File: src/rtl/vga_pkg.sv
// vga_pkg: shared types, colour constants and helpers for the VGA test-pattern
// generator.
//   mode_t     - pattern selector (grid, static bars, scrolling bars, checker)
//   COLOR_*    - 3-bit colours in {r,g,b} order
//   bar_color  - maps a bar index 0..7 to a colour, white at 0 down to black at 7
package vga_pkg;

    typedef enum logic [1:0] {
        M_GRID   = 2'd0,
        M_BARS   = 2'd1,
        M_SCROLL = 2'd2,
        M_CHECK  = 2'd3
    } mode_t;

    localparam logic [2:0] COLOR_BLACK   = 3'b000;
    localparam logic [2:0] COLOR_BLUE    = 3'b001;
    localparam logic [2:0] COLOR_GREEN   = 3'b010;
    localparam logic [2:0] COLOR_CYAN    = 3'b011;
    localparam logic [2:0] COLOR_RED     = 3'b100;
    localparam logic [2:0] COLOR_MAGENTA = 3'b101;
    localparam logic [2:0] COLOR_YELLOW  = 3'b110;
    localparam logic [2:0] COLOR_WHITE   = 3'b111;

    // The bar index counts left to right; colour counts down from white so the
    // bars walk through every RGB combination.
    function automatic logic [2:0] bar_color(input logic [2:0] index);
        return 3'(3'd7 - index);
    endfunction

endpackage

File: src/rtl/vga_pattern_gen_if.sv
// vga_pattern_gen_if: bundles everything between the beam timing source, the
// player switches, the character generator and the pattern generator.
//   beam side  : display_on, hpos, vpos, hsync_in, vsync_in
//   player side: btn_up, btn_down, btn_left, btn_right, btn_mode
//   char side  : char_fg
//   results    : hsync, vsync, rgb, mode, cur_x, cur_y
// master drives the inputs and observes the results; slave is the generator.
interface vga_pattern_gen_if #(
    parameter int POS_W = 9
);
    logic             display_on;
    logic [POS_W-1:0] hpos;
    logic [POS_W-1:0] vpos;
    logic             hsync_in;
    logic             vsync_in;
    logic             btn_up;
    logic             btn_down;
    logic             btn_left;
    logic             btn_right;
    logic             btn_mode;
    logic             char_fg;
    logic             hsync;
    logic             vsync;
    logic [2:0]       rgb;
    logic [1:0]       mode;
    logic [POS_W-1:0] cur_x;
    logic [POS_W-1:0] cur_y;

    modport master (
        output display_on, hpos, vpos, hsync_in, vsync_in,
        output btn_up, btn_down, btn_left, btn_right, btn_mode, char_fg,
        input  hsync, vsync, rgb, mode, cur_x, cur_y
    );

    modport slave (
        input  display_on, hpos, vpos, hsync_in, vsync_in,
        input  btn_up, btn_down, btn_left, btn_right, btn_mode, char_fg,
        output hsync, vsync, rgb, mode, cur_x, cur_y
    );

endinterface

File: src/rtl/frame_ctrl.sv
// frame_ctrl: once-per-frame control plane of the pattern generator.
//   clk, reset (async, active low)
//   hpos, vpos       - beam position, used only to find the frame boundary
//   btn_*            - raw player switches, looked at only on the frame tick
//   mode             - current pattern
//   cur_x, cur_y     - cursor top-left corner, saturated inside the screen
//   frame_cnt        - free-running 8-bit frame counter
// Everything here changes only on the edge where frame_tick is high, which is
// during vertical blanking, so the visible frame never sees a half-updated state.
module frame_ctrl
    import vga_pkg::*;
#(
    parameter int H_ACTIVE    = 256,
    parameter int V_ACTIVE    = 240,
    parameter int POS_W       = 9,
    parameter int CURSOR_SIZE = 8,
    parameter int STEP        = 1
) (
    input  logic             clk,
    input  logic             reset,
    input  logic [POS_W-1:0] hpos,
    input  logic [POS_W-1:0] vpos,
    input  logic             btn_up,
    input  logic             btn_down,
    input  logic             btn_left,
    input  logic             btn_right,
    input  logic             btn_mode,
    output mode_t            mode,
    output logic [POS_W-1:0] cur_x,
    output logic [POS_W-1:0] cur_y,
    output logic [7:0]       frame_cnt
);

    localparam logic [POS_W:0]   STEP_W   = (POS_W+1)'(STEP);
    localparam logic [POS_W:0]   X_MAX_W  = (POS_W+1)'(H_ACTIVE - CURSOR_SIZE);
    localparam logic [POS_W:0]   Y_MAX_W  = (POS_W+1)'(V_ACTIVE - CURSOR_SIZE);
    localparam logic [POS_W-1:0] X_RESET  = POS_W'((H_ACTIVE - CURSOR_SIZE) / 2);
    localparam logic [POS_W-1:0] Y_RESET  = POS_W'((V_ACTIVE - CURSOR_SIZE) / 2);
    localparam logic [POS_W-1:0] TICK_ROW = POS_W'(V_ACTIVE);

    logic             frame_tick;
    logic             mode_hist;
    mode_t            mode_next;
    logic [POS_W-1:0] cur_x_next;
    logic [POS_W-1:0] cur_y_next;

    // One axis of cursor motion. The extra top bit catches both the overshoot
    // past the limit and the borrow below zero, so the position never wraps.
    // Opposing buttons held together cancel out.
    function automatic logic [POS_W-1:0] step_axis(input logic [POS_W-1:0] pos,
                                                   input logic dec, input logic inc,
                                                   input logic [POS_W:0] max_w);
        logic [POS_W:0]   sum;
        logic [POS_W:0]   diff;
        logic [POS_W-1:0] result;
        sum    = {1'b0, pos} + STEP_W;
        diff   = {1'b0, pos} - STEP_W;
        result = pos;
        if (inc && !dec) begin
            result = (sum > max_w) ? POS_W'(max_w) : sum[POS_W-1:0];
        end else if (dec && !inc) begin
            result = diff[POS_W] ? '0 : diff[POS_W-1:0];
        end
        return result;
    endfunction

    assign cur_x_next = step_axis(cur_x, btn_left, btn_right, X_MAX_W);
    assign cur_y_next = step_axis(cur_y, btn_up, btn_down, Y_MAX_W);

    // The first column of the first blanking row happens once per frame; the
    // registered pulse lands one cycle later, still inside blanking.
    always_ff @(posedge clk or negedge reset) begin
        if (!reset) begin
            frame_tick <= 1'b0;
        end else begin
            frame_tick <= (hpos == '0) && (vpos == TICK_ROW);
        end
    end

    // Mode state register.
    always_ff @(posedge clk or negedge reset) begin
        if (!reset) begin
            mode <= M_GRID;
        end else begin
            mode <= mode_next;
        end
    end

    // Advance only on a rising edge of the frame-rate samples of btn_mode, so a
    // held button gives exactly one step.
    always_comb begin
        mode_next = mode;
        if (frame_tick && btn_mode && !mode_hist) begin
            case (mode)
                M_GRID:   mode_next = M_BARS;
                M_BARS:   mode_next = M_SCROLL;
                M_SCROLL: mode_next = M_CHECK;
                M_CHECK:  mode_next = M_GRID;
                default:  mode_next = M_GRID;
            endcase
        end
    end

    // Button history, cursor and frame counter all move together on the tick.
    always_ff @(posedge clk or negedge reset) begin
        if (!reset) begin
            mode_hist <= 1'b0;
            cur_x     <= X_RESET;
            cur_y     <= Y_RESET;
            frame_cnt <= 8'd0;
        end else if (frame_tick) begin
            mode_hist <= btn_mode;
            cur_x     <= cur_x_next;
            cur_y     <= cur_y_next;
            frame_cnt <= frame_cnt + 8'd1;
        end
    end

endmodule

File: src/rtl/vga_pattern_gen.sv
// vga_pattern_gen: colour stage between the beam timing generator and the RGB
// pins.
//   clk, reset (async, active low)
//   bus (slave) - beam position/syncs, switches and char_fg in; registered
//                 rgb/hsync/vsync plus mode and cursor position out
// Colour is chosen combinationally from the current beam position and then
// registered together with the syncs, so all three leave on the same cycle.
module vga_pattern_gen
    import vga_pkg::*;
#(
    parameter int H_ACTIVE    = 256,
    parameter int V_ACTIVE    = 240,
    parameter int POS_W       = 9,
    parameter int CURSOR_SIZE = 8,
    parameter int STEP        = 1,
    parameter int CHK_LOG2    = 4,
    parameter int BLINK_LOG2  = 5,
    parameter int SWAP_RGB    = 1
) (
    input logic              clk,
    input logic              reset,
    vga_pattern_gen_if.slave bus
);

    localparam logic [POS_W-1:0] H_EDGE   = POS_W'(H_ACTIVE);
    localparam logic [POS_W-1:0] V_EDGE   = POS_W'(V_ACTIVE);
    localparam logic [POS_W:0]   ANTI_SUM = (POS_W+1)'(V_ACTIVE);
    localparam logic [POS_W:0]   BOX_SPAN = (POS_W+1)'(CURSOR_SIZE - 1);
    localparam int               SCROLL_W = ((POS_W > 8) ? POS_W : 8) + 1;
    localparam logic [SCROLL_W-1:0] SCROLL_MOD = SCROLL_W'(H_ACTIVE);
    localparam logic [POS_W+2:0] BAR_DIV  = (POS_W+3)'(H_ACTIVE);

    mode_t               mode;
    logic [POS_W-1:0]    cur_x;
    logic [POS_W-1:0]    cur_y;
    logic [7:0]          frame_cnt;
    logic [POS_W:0]      h_ext;
    logic [POS_W:0]      v_ext;
    logic [POS_W:0]      box_x_end;
    logic [POS_W:0]      box_y_end;
    logic                in_box;
    logic                on_outline;
    logic [SCROLL_W-1:0] scroll_sum;
    logic [POS_W-1:0]    scroll_col;
    logic [2:0]          pattern_color;
    logic [2:0]          pixel_color;
    logic [2:0]          rgb_q;
    logic                hsync_q;
    logic                vsync_q;

    // Eight equal-width bars across the visible line.
    function automatic logic [2:0] bar_index(input logic [POS_W-1:0] col);
        return 3'({col, 3'b000} / BAR_DIV);
    endfunction

    frame_ctrl #(
        .H_ACTIVE    (H_ACTIVE),
        .V_ACTIVE    (V_ACTIVE),
        .POS_W       (POS_W),
        .CURSOR_SIZE (CURSOR_SIZE),
        .STEP        (STEP)
    ) u_frame_ctrl (
        .clk       (clk),
        .reset     (reset),
        .hpos      (bus.hpos),
        .vpos      (bus.vpos),
        .btn_up    (bus.btn_up),
        .btn_down  (bus.btn_down),
        .btn_left  (bus.btn_left),
        .btn_right (bus.btn_right),
        .btn_mode  (bus.btn_mode),
        .mode      (mode),
        .cur_x     (cur_x),
        .cur_y     (cur_y),
        .frame_cnt (frame_cnt)
    );

    // Cursor box geometry in one extra bit so the far edge cannot wrap.
    always_comb begin
        h_ext      = {1'b0, bus.hpos};
        v_ext      = {1'b0, bus.vpos};
        box_x_end  = {1'b0, cur_x} + BOX_SPAN;
        box_y_end  = {1'b0, cur_y} + BOX_SPAN;
        in_box     = (h_ext >= {1'b0, cur_x}) && (h_ext <= box_x_end) &&
                     (v_ext >= {1'b0, cur_y}) && (v_ext <= box_y_end);
        on_outline = in_box && ((h_ext == {1'b0, cur_x}) || (h_ext == box_x_end) ||
                                (v_ext == {1'b0, cur_y}) || (v_ext == box_y_end));
    end

    // Background pattern for the selected mode. The anti-diagonal test uses
    // hpos+vpos==V_ACTIVE, which avoids a negative V_ACTIVE-vpos below the frame.
    always_comb begin
        scroll_sum    = SCROLL_W'(bus.hpos) + SCROLL_W'(frame_cnt);
        scroll_col    = POS_W'(scroll_sum % SCROLL_MOD);
        pattern_color = COLOR_BLACK;
        case (mode)
            M_GRID: begin
                if (bus.hpos == '0 || bus.vpos == '0) begin
                    pattern_color = COLOR_BLACK;
                end else if (bus.hpos == POS_W'(1) || bus.hpos == H_EDGE) begin
                    pattern_color = COLOR_RED;
                end else if (bus.vpos == POS_W'(1) || bus.vpos == V_EDGE) begin
                    pattern_color = COLOR_YELLOW;
                end else if (bus.hpos == bus.vpos) begin
                    pattern_color = COLOR_CYAN;
                end else if (h_ext + v_ext == ANTI_SUM) begin
                    pattern_color = COLOR_MAGENTA;
                end else begin
                    pattern_color = COLOR_WHITE;
                end
            end
            M_BARS:   pattern_color = bar_color(bar_index(bus.hpos));
            M_SCROLL: pattern_color = bar_color(bar_index(scroll_col));
            M_CHECK:  pattern_color = (bus.hpos[CHK_LOG2] ^ bus.vpos[CHK_LOG2] ^
                                       frame_cnt[BLINK_LOG2]) ? COLOR_WHITE : COLOR_BLACK;
            default:  pattern_color = COLOR_BLACK;
        endcase
    end

    // Blanking beats everything, then the cursor outline, then the character.
    always_comb begin
        pixel_color = pattern_color;
        if (!bus.display_on) begin
            pixel_color = COLOR_BLACK;
        end else if (on_outline) begin
            pixel_color = COLOR_WHITE;
        end else if (bus.char_fg) begin
            pixel_color = COLOR_RED;
        end
    end

    // Output stage: colour and syncs share one register delay.
    always_ff @(posedge clk or negedge reset) begin
        if (!reset) begin
            rgb_q   <= COLOR_BLACK;
            hsync_q <= 1'b0;
            vsync_q <= 1'b0;
        end else begin
            rgb_q   <= (SWAP_RGB != 0) ? {pixel_color[0], pixel_color[1], pixel_color[2]}
                                       : pixel_color;
            hsync_q <= bus.hsync_in;
            vsync_q <= bus.vsync_in;
        end
    end

    assign bus.rgb   = rgb_q;
    assign bus.hsync = hsync_q;
    assign bus.vsync = vsync_q;
    assign bus.mode  = mode;
    assign bus.cur_x = cur_x;
    assign bus.cur_y = cur_y;

endmodule

File: src/flat_wrapper.sv
// flat-port wrapper written by rule: the top's interface ports become plain ports
module vga_pattern_gen_flat import vga_pkg::*;
#(
    parameter int H_ACTIVE    = 256,
    parameter int V_ACTIVE    = 240,
    parameter int POS_W       = 9,
    parameter int CURSOR_SIZE = 8,
    parameter int STEP        = 1,
    parameter int CHK_LOG2    = 4,
    parameter int BLINK_LOG2  = 5,
    parameter int SWAP_RGB    = 1
)
  (clk, reset, bus_display_on, bus_hpos, bus_vpos, bus_hsync_in, bus_vsync_in, bus_btn_up, bus_btn_down, bus_btn_left, bus_btn_right, bus_btn_mode, bus_char_fg, bus_hsync, bus_vsync, bus_rgb, bus_mode, bus_cur_x, bus_cur_y);
  vga_pattern_gen_if #(.POS_W(POS_W)) bus_i ();
  input logic clk;
  input logic reset;
  input wire logic [$bits(bus_i.display_on)-1:0] bus_display_on;
  input wire logic [$bits(bus_i.hpos)-1:0] bus_hpos;
  input wire logic [$bits(bus_i.vpos)-1:0] bus_vpos;
  input wire logic [$bits(bus_i.hsync_in)-1:0] bus_hsync_in;
  input wire logic [$bits(bus_i.vsync_in)-1:0] bus_vsync_in;
  input wire logic [$bits(bus_i.btn_up)-1:0] bus_btn_up;
  input wire logic [$bits(bus_i.btn_down)-1:0] bus_btn_down;
  input wire logic [$bits(bus_i.btn_left)-1:0] bus_btn_left;
  input wire logic [$bits(bus_i.btn_right)-1:0] bus_btn_right;
  input wire logic [$bits(bus_i.btn_mode)-1:0] bus_btn_mode;
  input wire logic [$bits(bus_i.char_fg)-1:0] bus_char_fg;
  output wire logic [$bits(bus_i.hsync)-1:0] bus_hsync;
  output wire logic [$bits(bus_i.vsync)-1:0] bus_vsync;
  output wire logic [$bits(bus_i.rgb)-1:0] bus_rgb;
  output wire logic [$bits(bus_i.mode)-1:0] bus_mode;
  output wire logic [$bits(bus_i.cur_x)-1:0] bus_cur_x;
  output wire logic [$bits(bus_i.cur_y)-1:0] bus_cur_y;
  assign bus_i.display_on = bus_display_on;
  assign bus_i.hpos = bus_hpos;
  assign bus_i.vpos = bus_vpos;
  assign bus_i.hsync_in = bus_hsync_in;
  assign bus_i.vsync_in = bus_vsync_in;
  assign bus_i.btn_up = bus_btn_up;
  assign bus_i.btn_down = bus_btn_down;
  assign bus_i.btn_left = bus_btn_left;
  assign bus_i.btn_right = bus_btn_right;
  assign bus_i.btn_mode = bus_btn_mode;
  assign bus_i.char_fg = bus_char_fg;
  assign bus_hsync = bus_i.hsync;
  assign bus_vsync = bus_i.vsync;
  assign bus_rgb = bus_i.rgb;
  assign bus_mode = bus_i.mode;
  assign bus_cur_x = bus_i.cur_x;
  assign bus_cur_y = bus_i.cur_y;
  vga_pattern_gen #(.H_ACTIVE(H_ACTIVE), .V_ACTIVE(V_ACTIVE), .POS_W(POS_W), .CURSOR_SIZE(CURSOR_SIZE), .STEP(STEP), .CHK_LOG2(CHK_LOG2), .BLINK_LOG2(BLINK_LOG2), .SWAP_RGB(SWAP_RGB)) u_core (.clk(clk), .reset(reset), .bus(bus_i));
endmodule
File: config.mk
export PLATFORM = sky130hd
export DESIGN_NAME = vga_pattern_gen_flat
export DESIGN_NICKNAME = d
export VERILOG_FILES = /design/src/rtl/vga_pkg.sv /design/src/rtl/vga_pattern_gen_if.sv /design/src/rtl/frame_ctrl.sv /design/src/rtl/vga_pattern_gen.sv /design/src/flat_wrapper.sv
export SDC_FILE = /design/constraint.sdc
export NUM_CORES = 1
export LEC_CHECK = 0
export ABC_AREA = 1
export CAP_MARGIN = 20
export CORE_MARGIN = 5
export CORE_UTILIZATION = 40
export CTS_CLUSTER_DIAMETER = 120
export DETAILED_ROUTE_END_ITERATION = 6
export PLACE_DENSITY = 0.69
export SETUP_SLACK_MARGIN = 0.4
export SYNTH_ARGS = -nofsm -noshare
export SYNTH_HDL_FRONTEND = slang
export SYNTH_SLANG_ARGS = --single-unit
export TNS_END_PERCENT = 1
File: constraint.sdc
create_clock -name clk -period 3.5 [get_ports clk]
set_input_delay 0.7 -clock clk [delete_from_list [all_inputs] [get_ports clk]]
set_output_delay 0.7 -clock clk [all_outputs]
set_load 0.05 [all_outputs]
=== Yosys cells after proc, flatten, opt, wreduce, memory -nomap -nowiden ===
Cells that the tools add are included.

* Flip-flop bits (word level): 35
* Bits of input ports: 29
* Logic and storage cells: 89

* Add/subtract/negate cells: 11
* Order comparisons: 6
* Equality and inequality tests: 13
* Muxes and demuxes: 19
* Bitwise gates (word level): 2
* Reductions and logical operators: 29

{| class="wikitable"
|+ Operators with widths
! operator !! count
|-
| $mux 9 || 8
|-
| $eq 9x9->1 || 3
|-
| $mux 3 || 8
|-
| $add 9x1->10 const B || 2
|-
| $add 9x3->10 const B || 2
|-
| $eq 9x10->1 || 2
|-
| $gt 10x8->1 const B || 2
|-
| $le 9x10->1 || 2
|-
| $sub 9x1->10 const B || 2
|-
| $eq 9x1->1 const B || 2
|-
| $ge 9x9->1 || 2
|-
| $logic_not 9->1 || 2
|-
| $pmux 3 s4 || 1
|-
| $logic_and 1x1->1 || 11
|-
| $add 9x9->10 || 1
|-
| $eq 10x8->1 const B || 1
|-
| $eq 9x8->1 const B || 1
|-
| $eq 9x9->1 const B || 1
|-
| $add 8x1->8 const B || 1
|-
| $add 8x8->8 || 1
|-
| $pmux 2 s4 || 1
|-
| $logic_or 1x1->1 || 6
|-
| $sub 3x3->3 const A || 2
|-
| $logic_not 1->1 || 5
|-
| 7 further kinds || 11
|}

=== Longest topological paths before layout ===
Gate-level depths: netlist of run 1.

* Depth after elaboration: 11
* Mapped depth: 18
* Mapped depth without buffers: 18

=== Modules after synthesis ===
From an unflattened synthesis of run 1, not the netlist that was laid out.

* Cell total of the unflattened synthesis: 696
* Area, all modules: 4658.2 µm²

{| class="wikitable"
|+ By module, submodules not included
! module !! instances !! cells each !! area each (µm²) !! sequential area each (µm²)
|-
| vga_pattern_gen || 1 || 379 || 2338.5 || 125.1
|-
| frame_ctrl || 1 || 317 || 2319.7 || 762.0
|}

=== Least setup slack after synthesis of run 1 ===
Ideal clock, no wire load.

* Path kind: register to register
* From: reg u_core.u_frame_ctrl.cur_x[0]
* To: reg u_core.rgb_q[2] (netlist: u_core.bus.rgb[2])
* Library setup time: 0.077 ns
* Arrival time: 2.722 ns
* Slack: 0.701 ns
* Stages on the path, launching flop included: 17
* Path buffers: 0
* Period minus slack after synthesis: 2.799 ns
* Cell sequence: dfrtp_1 inv_1 ha_1 nand2_1 nand2_1 inv_1 nand3_1 xor2_1 inv_1 ha_1 and3_1 nand3_1 nor2_1 nand2_1 a21oi_1 nand3_1 a21oi_1

* Longest elaborated chain between the ends: 8
* Elaborated cells between the ends (all ways): 14
* Classes of those cells: 1 x add/sub; 2 x order compare; 2 x eq/ne; 2 x mux; 7 x reduce/logical

{| class="wikitable"
|+ RTL lines
! item !! RTL line !! text
|-
| start, declared || frame_ctrl.sv:29 || <nowiki>output logic [POS_W-1:0] cur_x,</nowiki>
|-
| start signal, assigned || frame_ctrl.sv:113 || <nowiki>cur_x <= cur_x_next;</nowiki>
|-
| $add 9x3->10 || vga_pattern_gen.sv:82 || <nowiki>box_x_end = {1'b0, cur_x} + BOX_SPAN;</nowiki>
|-
| $le 9x10->1 / $eq 9x10->1 (equally long branches) || vga_pattern_gen.sv:84, vga_pattern_gen.sv:86 ||
|-
| $logic_and 1x1->1 / $logic_or 1x1->1 (equally long branches) (2 in a row) || vga_pattern_gen.sv:84, vga_pattern_gen.sv:86 ||
|-
| $logic_and 1x1->1 / $logic_or 1x1->1 (equally long branches) || vga_pattern_gen.sv:85, vga_pattern_gen.sv:87 ||
|-
| $logic_and 1x1->1 (*) || vga_pattern_gen.sv:86 || <nowiki>on_outline = in_box && ((h_ext == {1'b0, cur_x}) || (h_ext == box_x_end) ||</nowiki>
|-
| $mux 3 (*) || vga_pattern_gen.sv:125 || <nowiki>end else if (on_outline) begin</nowiki>
|-
| $mux 3 (*) || vga_pattern_gen.sv:123 || <nowiki>if (!bus.display_on) begin</nowiki>
|-
| via u_core.pixel_color[0] || vga_pattern_gen.sv:46 || <nowiki>logic [2:0] pixel_color;</nowiki>
|-
| end signal, assigned || vga_pattern_gen.sv:139 || <nowiki>rgb_q <= (SWAP_RGB != 0) ? {pixel_color[0], pixel_color[1], pixel_color[2]}</nowiki>
|-
| end, declared || vga_pattern_gen.sv:47 || <nowiki>logic [2:0] rgb_q;</nowiki>
|}

The timed path passes the listed nets; every way through them passes the cells marked *.
A chain may end at the register's enable or synchronous reset.

=== Worst setup path in the final report of run 1 ===
* From: reg u_core.u_frame_ctrl.cur_x[1]
* To: reg u_core.rgb_q[2] (netlist: u_core.bus.rgb[2])

Same word-level chain as after synthesis.

==> summary.txt, run 1 <==
Placement
  – DP Worst Slack: 0.5517 ns
  – Final Wtd Congestion: 0.9300
  – DP Area: 5055 um^2
  – PortBufs: 53
  – Placed cell count: 830
  – Detailed-placement wirelength estimate: 9666 um

Cells and area
  – Multi-input logic area: 3095 um^2
  – Layout cells sized above 1: 8.441%
  – FF/Latch Area: ~890 um^2
  – Layout fillers: ~1.1k
  – Nets: roughly 790
  – Final instance area: 5159 um^2
  – Synth-to-Final Area Change: 17.43%
  – Ant diodes: 0
  – Fin cells: 839

Route
  – WL/cell: 14.36 um
  – Routed vias/inst: 5.186
  – DRT antenna net count: 0
  – Pre-antenna DRT Iters: 5
  – Routed wire length: 12050 um
  – DR vias: 4351
  – DR iter-0 viols: 340
  – Post-route DRC: 0

STA
  – Final WS setup: 0.6736 ns
  – Fmax: approximately 350 MHz
  – Final Cycle Share: 80.75%
  – Min Tclk post-route: 2.826 ns
  – Slew @ Worst Pin: 0.8950 ns
  – Worst slew margin: about two fifths
  – Slew Limit Fails: 0
  – Final setup vio count: 0
  – RSZ-0062 raised after global routing: false
  – Setup TNS: 0 ns
  – Hold Fails Final Rpt: 0
  – Max Clock Skew: around 0.0096 ns

Floorplanning
  – Die height: 114.8 um
  – Row cnt: 38
  – Die area: 13180 um^2
  – Core ar.: 10790 um^2
  – Initial Utilization: 40.70%
  – Chip width: 114.8 um
  – I/O pins: 54

Clocking
  – CTS tree: yes
  – Clock latency on the worst-skew pair: about 0.3 ns
  – CTS sink cnt: 35
  – Bufs on Longest Clock Path: 2
  – Worst-path clk slew: 0.08 ns
  – Clock Root Buffer: clkbuf_8
  – TritonCTS Buffers: 5
  – H-tree Lvls: 2
  – CTS Hold Bufs: 0

Synthesis
  – Sequential area share after synthesis: 20.19%
  – Top cells by area, synth: ha_1 (18%), dfrtp_1 (15%), nand2_1 (11%), inv_1 (7.1%), nor2_1 (5.8%)
  – Area share of the largest cell type after synthesis: around 18%
  – Post-synth top flop: dfrtp_1
  – Synth cell types: 48
  – EDFF count, synth: 0
  – Synth async-reset ratio: 100.0%
  – Synth area leader: ha_1
  – Post-Syn Area: 4393 um^2
  – Gate Count Post-Synth: between 600 and 700
  – YS warnings: 0
  – Post-Syn Nets: 739
  – Synth Register Bits: 35
  – Syn Area/Cell: 6.811 um^2

Setup path
  – CP max-delay cell: dfrtp_1
  – CP peak stage delay: between 0.4 and 0.5 ns
  – Startpoint types: flip-flop
  – Reg-to-Reg End: u_core.bus.rgb[2]$_DFF_PN0_
  – Setup Crit Path Kind: flip-flop to flip-flop
  – Buf/Inv on CP: 3
  – Kind of end point of the critical path: flip-flop
  – CP top delay family: simple AND/OR/NAND/NOR gates
  – Crit path max fanout: 6
  – WP data required: 3.72 ns
  – Crit path DAT: about 3 ns
  – Worst R2R Path Depth: 16
  – CP Cell Sequence: inv_1 -> ha_1 -> nand2_1 -> nand2_1 -> inv_1 -> nand3_1 -> xor2_1 -> inv_1 -> ha_1 -> and3_1 -> nand3_1 -> nor2_1 -> nand2_1 -> a21oi_1 -> nand3_1 -> a21oi_1
  – Reg2reg start: u_core.u_frame_ctrl.cur_x[1]$_DFFE_PN0P_
  – R2r setup slk: 0.67 ns

GRT
  – Pin count of the biggest net entering global routing: 36
  – Total grt overflow: 0
  – All-Layer GR Usage: 18.66%
  – Global-route wire length before repair: between 15000 and 20000 um
  – Initial antenna violation count: 0
  – Vias in the first global route: 4181

Power and ir drop
  – Power, Total: 1.453 mW
  – Leak: approximately 2.6 nW
  – Pwr/cell area: 281.6 nW/um^2
  – Peak supply drop: 0.1667 mV

Worst hold path
  – Hold path depth: 2
  – Hold Path End: u_core.u_frame_ctrl.mode_hist$_DFFE_PN0P_
  – Hold WC Path Type: flip-flop to flip-flop
  – Hold Path Origin: u_core.u_frame_ctrl.mode_hist$_DFFE_PN0P_

Run status
  – Status: complete, no violations

Run
  – Maxcap violations: 0
## final cells by class
cell class / instances / share of cell area, %
multi-input cells: 507 / 60.00
flip-flops and latches: 35 / 17.22
repair buffers: 58 / 10.91
inverters: 92 / 6.767
well taps: 140 / 3.396
clock buffers: 6 / 1.601
clock inverters: 1 / 0.09702
## cell families (layout without fill, tap and decap cells)
family	Yosys count	after routing	share of synthesized area, %
buffers and inverters	103	157	9.342
adders and majority gates	65	65	18.68
DFF	35	35	20.19
muxes	1	1	0.2279
and+or+nand+nor	307	307	31.81
xor gates and xnor gates	35	35	6.978
AOI/OAI and AO/OA	99	99	12.76
## worst register-to-register path, delay by kind of cell, from the launching register on
kind / cells / cell delay [ns]
AOI/OAI and AO/OA: 2 / 0.42
xor gates and xnor gates: 1 / 0.14
adders and majority gates: 2 / 0.53
buffers and inverters: 3 / 0.26
DFF: 1 / 0.44
and+or+nand+nor: 8 / 0.94
## cell usage in the layout, fill, tap and decap left out, drive strengths merged
master	instances
a21boi	1
a21o	3
a21oi	43
a22oi	4
a31oi	3
and3	1
buf	6
clkbuf	6
clkdlybuf4s50	52
clkinv	2
dfrtp	26
dfstp	9
fa	1
ha	64
inv	91
mux2i	1
nand2	140
nand3	45
nand3b	7
nand4	20
nor2	80
nor3	9
nor3b	1
nor4	1
o211ai	2
o21a	2
o21ai	33
o21bai	3
o221ai	1
o22ai	2
o31ai	2
or2	3
xnor2	6
xor2	29
## layer usage
layer / part of all wire [%] / track usage, % / up-vias / wire, um
li1: - / - / 2234 / -
met1: 49 / 25.83 / 1998 / 5848
met2: 45 / 29.45 / 104 / 5377
met3: 5.2 / 3.211 / 15 / 621
met4: 1.6 / 6.495 / 0 / 198
met5: 0 / 0 / - / 0
## synthesized netlist by cell type (8+ instances only)
cell type  count
nor2_1        68
xor2_1        29
dfstp_2        9
dfrtp_1       26
nand4_1       20
ha_1          64
o21ai_0       29
a21oi_1       42
nor2_2         8
inv_1         83
nand2_1      132
nand3_1       44
nor3_1         8
## stage by stage
step | util [%] | hold WS (ns)
after detailed placement | 46.84 | 0.4623
after CTS | 47.65 | 0.4823
final | 47.80 | 0.4831
after global placement | 46.84 | 0.4552
after floorplan | - | 0.4044
after global routing | 47.80 | 0.5204
## state kept, by name, indices dropped and copies added, names as in the netlist
signal,count
u_core.u_frame_ctrl.frame_cnt,8
u_core.u_frame_ctrl.cur_y,9
u_core.u_frame_ctrl.mode_hist,1
u_core.u_frame_ctrl.cur_x,9
u_core.u_frame_ctrl.mode,2
u_core.bus.vsync,1
u_core.u_frame_ctrl.frame_tick,1
u_core.bus.hsync,1
u_core.bus.rgb,3
## repair_timing
action	4_1_cts	5_1_grt
resized for setup	0	1
setup endpoints to repair	0	3
setup buffers	0	2
## worst max path at each step
| stage | startpoint | end | cells after the start |
|---|---|---|---|
| after floorplan | u_core.u_frame_ctrl.cur_x[0]$_DFFE_PN0P_ | u_core.bus.rgb[2]$_DFF_PN0_ | 16 |
| after global placement | u_core.u_frame_ctrl.cur_x[0]$_DFFE_PN0P_ | u_core.bus.rgb[2]$_DFF_PN0_ | 16 |
| after detailed placement | u_core.u_frame_ctrl.cur_x[0]$_DFFE_PN0P_ | u_core.bus.rgb[2]$_DFF_PN0_ | 16 |
| after CTS | u_core.u_frame_ctrl.cur_x[0]$_DFFE_PN0P_ | u_core.bus.rgb[2]$_DFF_PN0_ | 16 |
| after global routing | u_core.u_frame_ctrl.cur_x[1]$_DFFE_PN0P_ | u_core.bus.rgb[2]$_DFF_PN0_ | 16 |
| final | u_core.u_frame_ctrl.cur_x[1]$_DFFE_PN0P_ | u_core.bus.rgb[2]$_DFF_PN0_ | 16 |
## power by group
part	switching, mW	total, mW	leakage, nW	internal [mW]
registers	0.0439	0.479	0.418	0.435
logic	0.410	0.654	2.12	0.243
clock network	0.165	0.320	0.0470	0.155
No activity file was read; power rests on OpenSTA's default activity.
==> run 2: changes to the inputs <==
clock period = 2.9 ns   (was 3.5 ns; I/O delays follow)
==> run 2 against run 1 <==
  * Power grew 27%
  * Final cell count up 3.0%
  * Combinational power grew 37%
  * Flip-flop and latch count unchanged
  * Count of clock-buffer cells in the layout fell by 1
  * Wire length rose by 3.9%
  * Maximum frequency increased by 15%
  * Via count rose by 2.3%
  * Clock power grew 22%
==> summary.txt, run 2 (synthesis results as in run 1) <==
GRT
  – Pin count of the biggest net entering global routing: 26 (-28%)
  – Vias in the first global route: 4302 (+2.9%)
  – Global-route wire length before repair: 20390 um (+2.9%)
  – All-Layer GR Usage: 19.05% (+0.39 points)
  – Total grt overflow: 0 (unchanged)
  – Initial antenna violation count: 0 (unchanged)

Clocking
  – Clock latency on the worst-skew pair: 0.30 ns (about the same)
  – Clock Root Buffer: clkbuf_8
  – Bufs on Longest Clock Path: 2 (unchanged)
  – CTS Hold Bufs: 0 (unchanged)
  – TritonCTS Buffers: 5 (unchanged)
  – Worst-path clk slew: 0.09 ns (about the same)
  – CTS tree: yes
  – CTS sink cnt: 35 (unchanged)
  – H-tree Lvls: 2 (unchanged)

Setup path
  – CP peak stage delay: 0.62 ns (+0.18 ns)
  – Crit path max fanout: 7 (+1)
  – CP Cell Sequence: buf_4 -> nand2_4 -> inv_2 -> nand3_2 -> xor2_1 -> inv_1 -> ha_4 -> and3_4 -> nand3_2 -> nor2_2 -> nand2_2 -> a21oi_4 -> nand3_2 -> a21oi_2
  – CP top delay family: simple AND/OR/NAND/NOR gates
  – Startpoint types: flip-flop
  – CP most frequent cell: nand3_2
  – CP max-delay cell: dfstp_2
  – Reg-to-Reg End: u_core.bus.rgb[2]$_DFF_PN0_
  – Kind of end point of the critical path: flip-flop
  – Buf/Inv on CP: 3 (unchanged)
  – Crit path DAT: 2.68 ns (-0.37 ns)
  – WP data required: 3.13 ns (-0.59 ns)
  – R2r setup slk: 0.44 ns (-0.23 ns)
  – Reg2reg start: u_core.u_frame_ctrl.cur_x[3]$_DFFE_PN1P_
  – Worst R2R Path Depth: 14 (-2)
  – Setup Crit Path Kind: flip-flop to flip-flop

Route
  – DRT antenna net count: 0 (unchanged)
  – Post-route DRC: 0 (unchanged)
  – Metal2 WL: 5727 um (+6.5%)
  – Routed vias/inst: 5.152 (-0.66%)
  – Pre-antenna DRT Iters: 5 (unchanged)
  – DR vias: 4451 (+2.3%)
  – Highest routed metal layer: met4
  – WL/cell: 14.48 um (+0.85%)
  – Met1 wire length: 5978 um (+2.2%)
  – Routed wire length: 12510 um (+3.9%)
  – DR iter-0 viols: 197 (-42%)
  – Met3 WL: 526 um (-15%)

Cells and area
  – Layout fillers: 1019 (-4.0%)
  – Layout cells sized above 1: 15.61% (+7.2 points)
  – Largest registers: u_core.u_frame_ctrl.cur_x (9), u_core.u_frame_ctrl.cur_y (9), u_core.u_frame_ctrl.frame_cnt (8)
  – Final core utilization: 50.96% (+3.2 points)
  – Nets: 817 (+3.0%)
  – Ant diodes: 0 (unchanged)
  – Commonest non-fill, non-tap cells in the layout: nand2_1 (129), inv_1 (79), nor2_1 (66), ha_1 (58), clkdlybuf4s50_1 (51)
  – Commonest non-fill, non-tap cell in the layout: nand2_1
  – Synth-to-Final Area Change: 25.21%

STA
  – Final setup vio count: 0 (unchanged)
  – Setup TNS: 0 ns (unchanged)
  – Slew @ Worst Pin: 0.6153 ns (-0.2797 ns)
  – Worst slew margin: 58.98% (+19 points)
  – Final Cycle Share: 84.70% (+4.0 points)
  – Hold Fails Final Rpt: 0 (unchanged)
  – RSZ-0062 raised after global routing: true
  – Fmax: 407.1 MHz (+15%)
  – Slew Limit Fails: 0 (unchanged)
  – Min Tclk post-route: 2.456 ns (-0.3699 ns)
  – Max Clock Skew: 0.01195 ns (+0.002335 ns)

Floorplanning
  – Core ar.: 10790 um^2 (unchanged)
  – Initial Utilization: 40.70% (unchanged)
  – I/O pins: 54 (unchanged)
  – Chip width: 114.8 um (unchanged)
  – Die area: 13180 um^2 (unchanged)
  – Die height: 114.8 um (unchanged)
  – Row cnt: 38 (unchanged)

Power and ir drop
  – Leak: 2.708 nW (+4.9%)
  – Clk pwr share: 21.0% (-1.0 points)
  – Peak supply drop: 0.2487 mV (+49%)
  – Net Sw Frac: 43.45% (+0.78 points)
  – Combinational power share: 48.5% (+3.5 points)
  – Sw power: 0.8025 mW (+29%)
  – Int Pwr: 1.045 mW (+25%)
  – Sequential Power Share: 30.5% (-2.4 points)
  – Pwr/cell area: 335.8 nW/um^2 (+19%)

Placement
  – Final Wtd Congestion: 0.9182 (-1.3%)
  – Detailed-placement wirelength estimate: 9960 um (+3.0%)
  – PortBufs: 53 (unchanged)

Run status
  – Status: complete, no violations

Run
  – Maxcap violations: 0 (unchanged)

Worst hold path
  – Hold WC Path Type: primary input to asynchronous set/reset pin
run 2: cell types whose count changed in the layout (fill, tap and decap cells not counted), sizes merged:
cell / change
inv: +1
clkbuf: -1
clkinvlp: +2
clkinv: -1
clkdlybuf4s50: -1
buf: +24
dlymetal6s2s: +1
run 2: power by group through the flow:
stage / Combinational [mW] / Sequential [mW] / Clock (mW)
5_1_grt: 0.993 / 0.569 / 0.427
4_1_cts: 0.842 / 0.565 / 0.406
3_3_place_gp: 0.768 / 0.589 / 0
6_report: 0.895 / 0.563 / 0.389
2_1_floorplan: 0.473 / 0.658 / 0
3_5_place_dp: 0.781 / 0.590 / 0
run 2: through the flow:
| step | setup slack (ns) | area, um^2 | cells | hold slack (ns) | power [mW] |
|---|---|---|---|---|---|
| 3_5_place_dp | 0.1206 | 5112 | 835 | 0.4606 | 1.371 |
| 6_report | 0.4436 | 5500 | 864 | 0.2810 | 1.847 |
| 4_1_cts | 0.4031 | 5333 | 854 | 0.3013 | 1.814 |
| 3_3_place_gp | 0.1728 | 5112 | 835 | 0.4571 | 1.357 |
| 5_1_grt | 0.3568 | 5500 | 864 | 0.3277 | 1.988 |
| 2_1_floorplan | 0.4077 | 4413 | 645 | 0.2844 | 1.131 |
run 2: worst max path at each step:
stage,startpoint,endpoint,slack (ns),depth (start not counted)
2_1_floorplan,u_core.u_frame_ctrl.cur_y[1]$_DFFE_PN0P_,u_core.bus.rgb[0]$_DFF_PN0_,0.41,15
3_3_place_gp,u_core.u_frame_ctrl.cur_x[0]$_DFFE_PN0P_,u_core.bus.rgb[2]$_DFF_PN0_,0.17,16
3_5_place_dp,u_core.u_frame_ctrl.cur_x[0]$_DFFE_PN0P_,u_core.bus.rgb[2]$_DFF_PN0_,0.12,16
4_1_cts,u_core.u_frame_ctrl.cur_y[1]$_DFFE_PN0P_,u_core.bus.rgb[2]$_DFF_PN0_,0.40,16
5_1_grt,u_core.u_frame_ctrl.cur_x[2]$_DFFE_PN1P_,u_core.bus.rgb[2]$_DFF_PN0_,0.36,15
6_report,u_core.u_frame_ctrl.cur_x[3]$_DFFE_PN1P_,u_core.bus.rgb[2]$_DFF_PN0_,0.44,14
run 2: what timing repair did:
item,4_1_cts,5_1_grt
buffers inserted,11,10
setup endpoints to repair,3,3
pin swaps,8,11
resized for setup,13,21
run 2: final cells by class:
cell class                      instances  area, um^2  share of cell area [%]
Clock inverter                          3       20.02                  0.3640
Tap cell                              140       175.2                   3.185
Clock buffer                            5       68.82                   1.251
Multi-Input combinational cell        507        3243                   58.96
Timing Repair Buffer                   82       745.7                   13.56
Inverter                               92       352.8                   6.415
Sequential cell                        35       894.6                   16.26
run 2: routing by layer:
layer | global-route usage [%] | vias up
met5 | 0 | -
met3 | 2.421 | 20
li1 | - | 2283
met2 | 30.89 | 106
met4 | 6.260 | 0
met1 | 26.36 | 2042
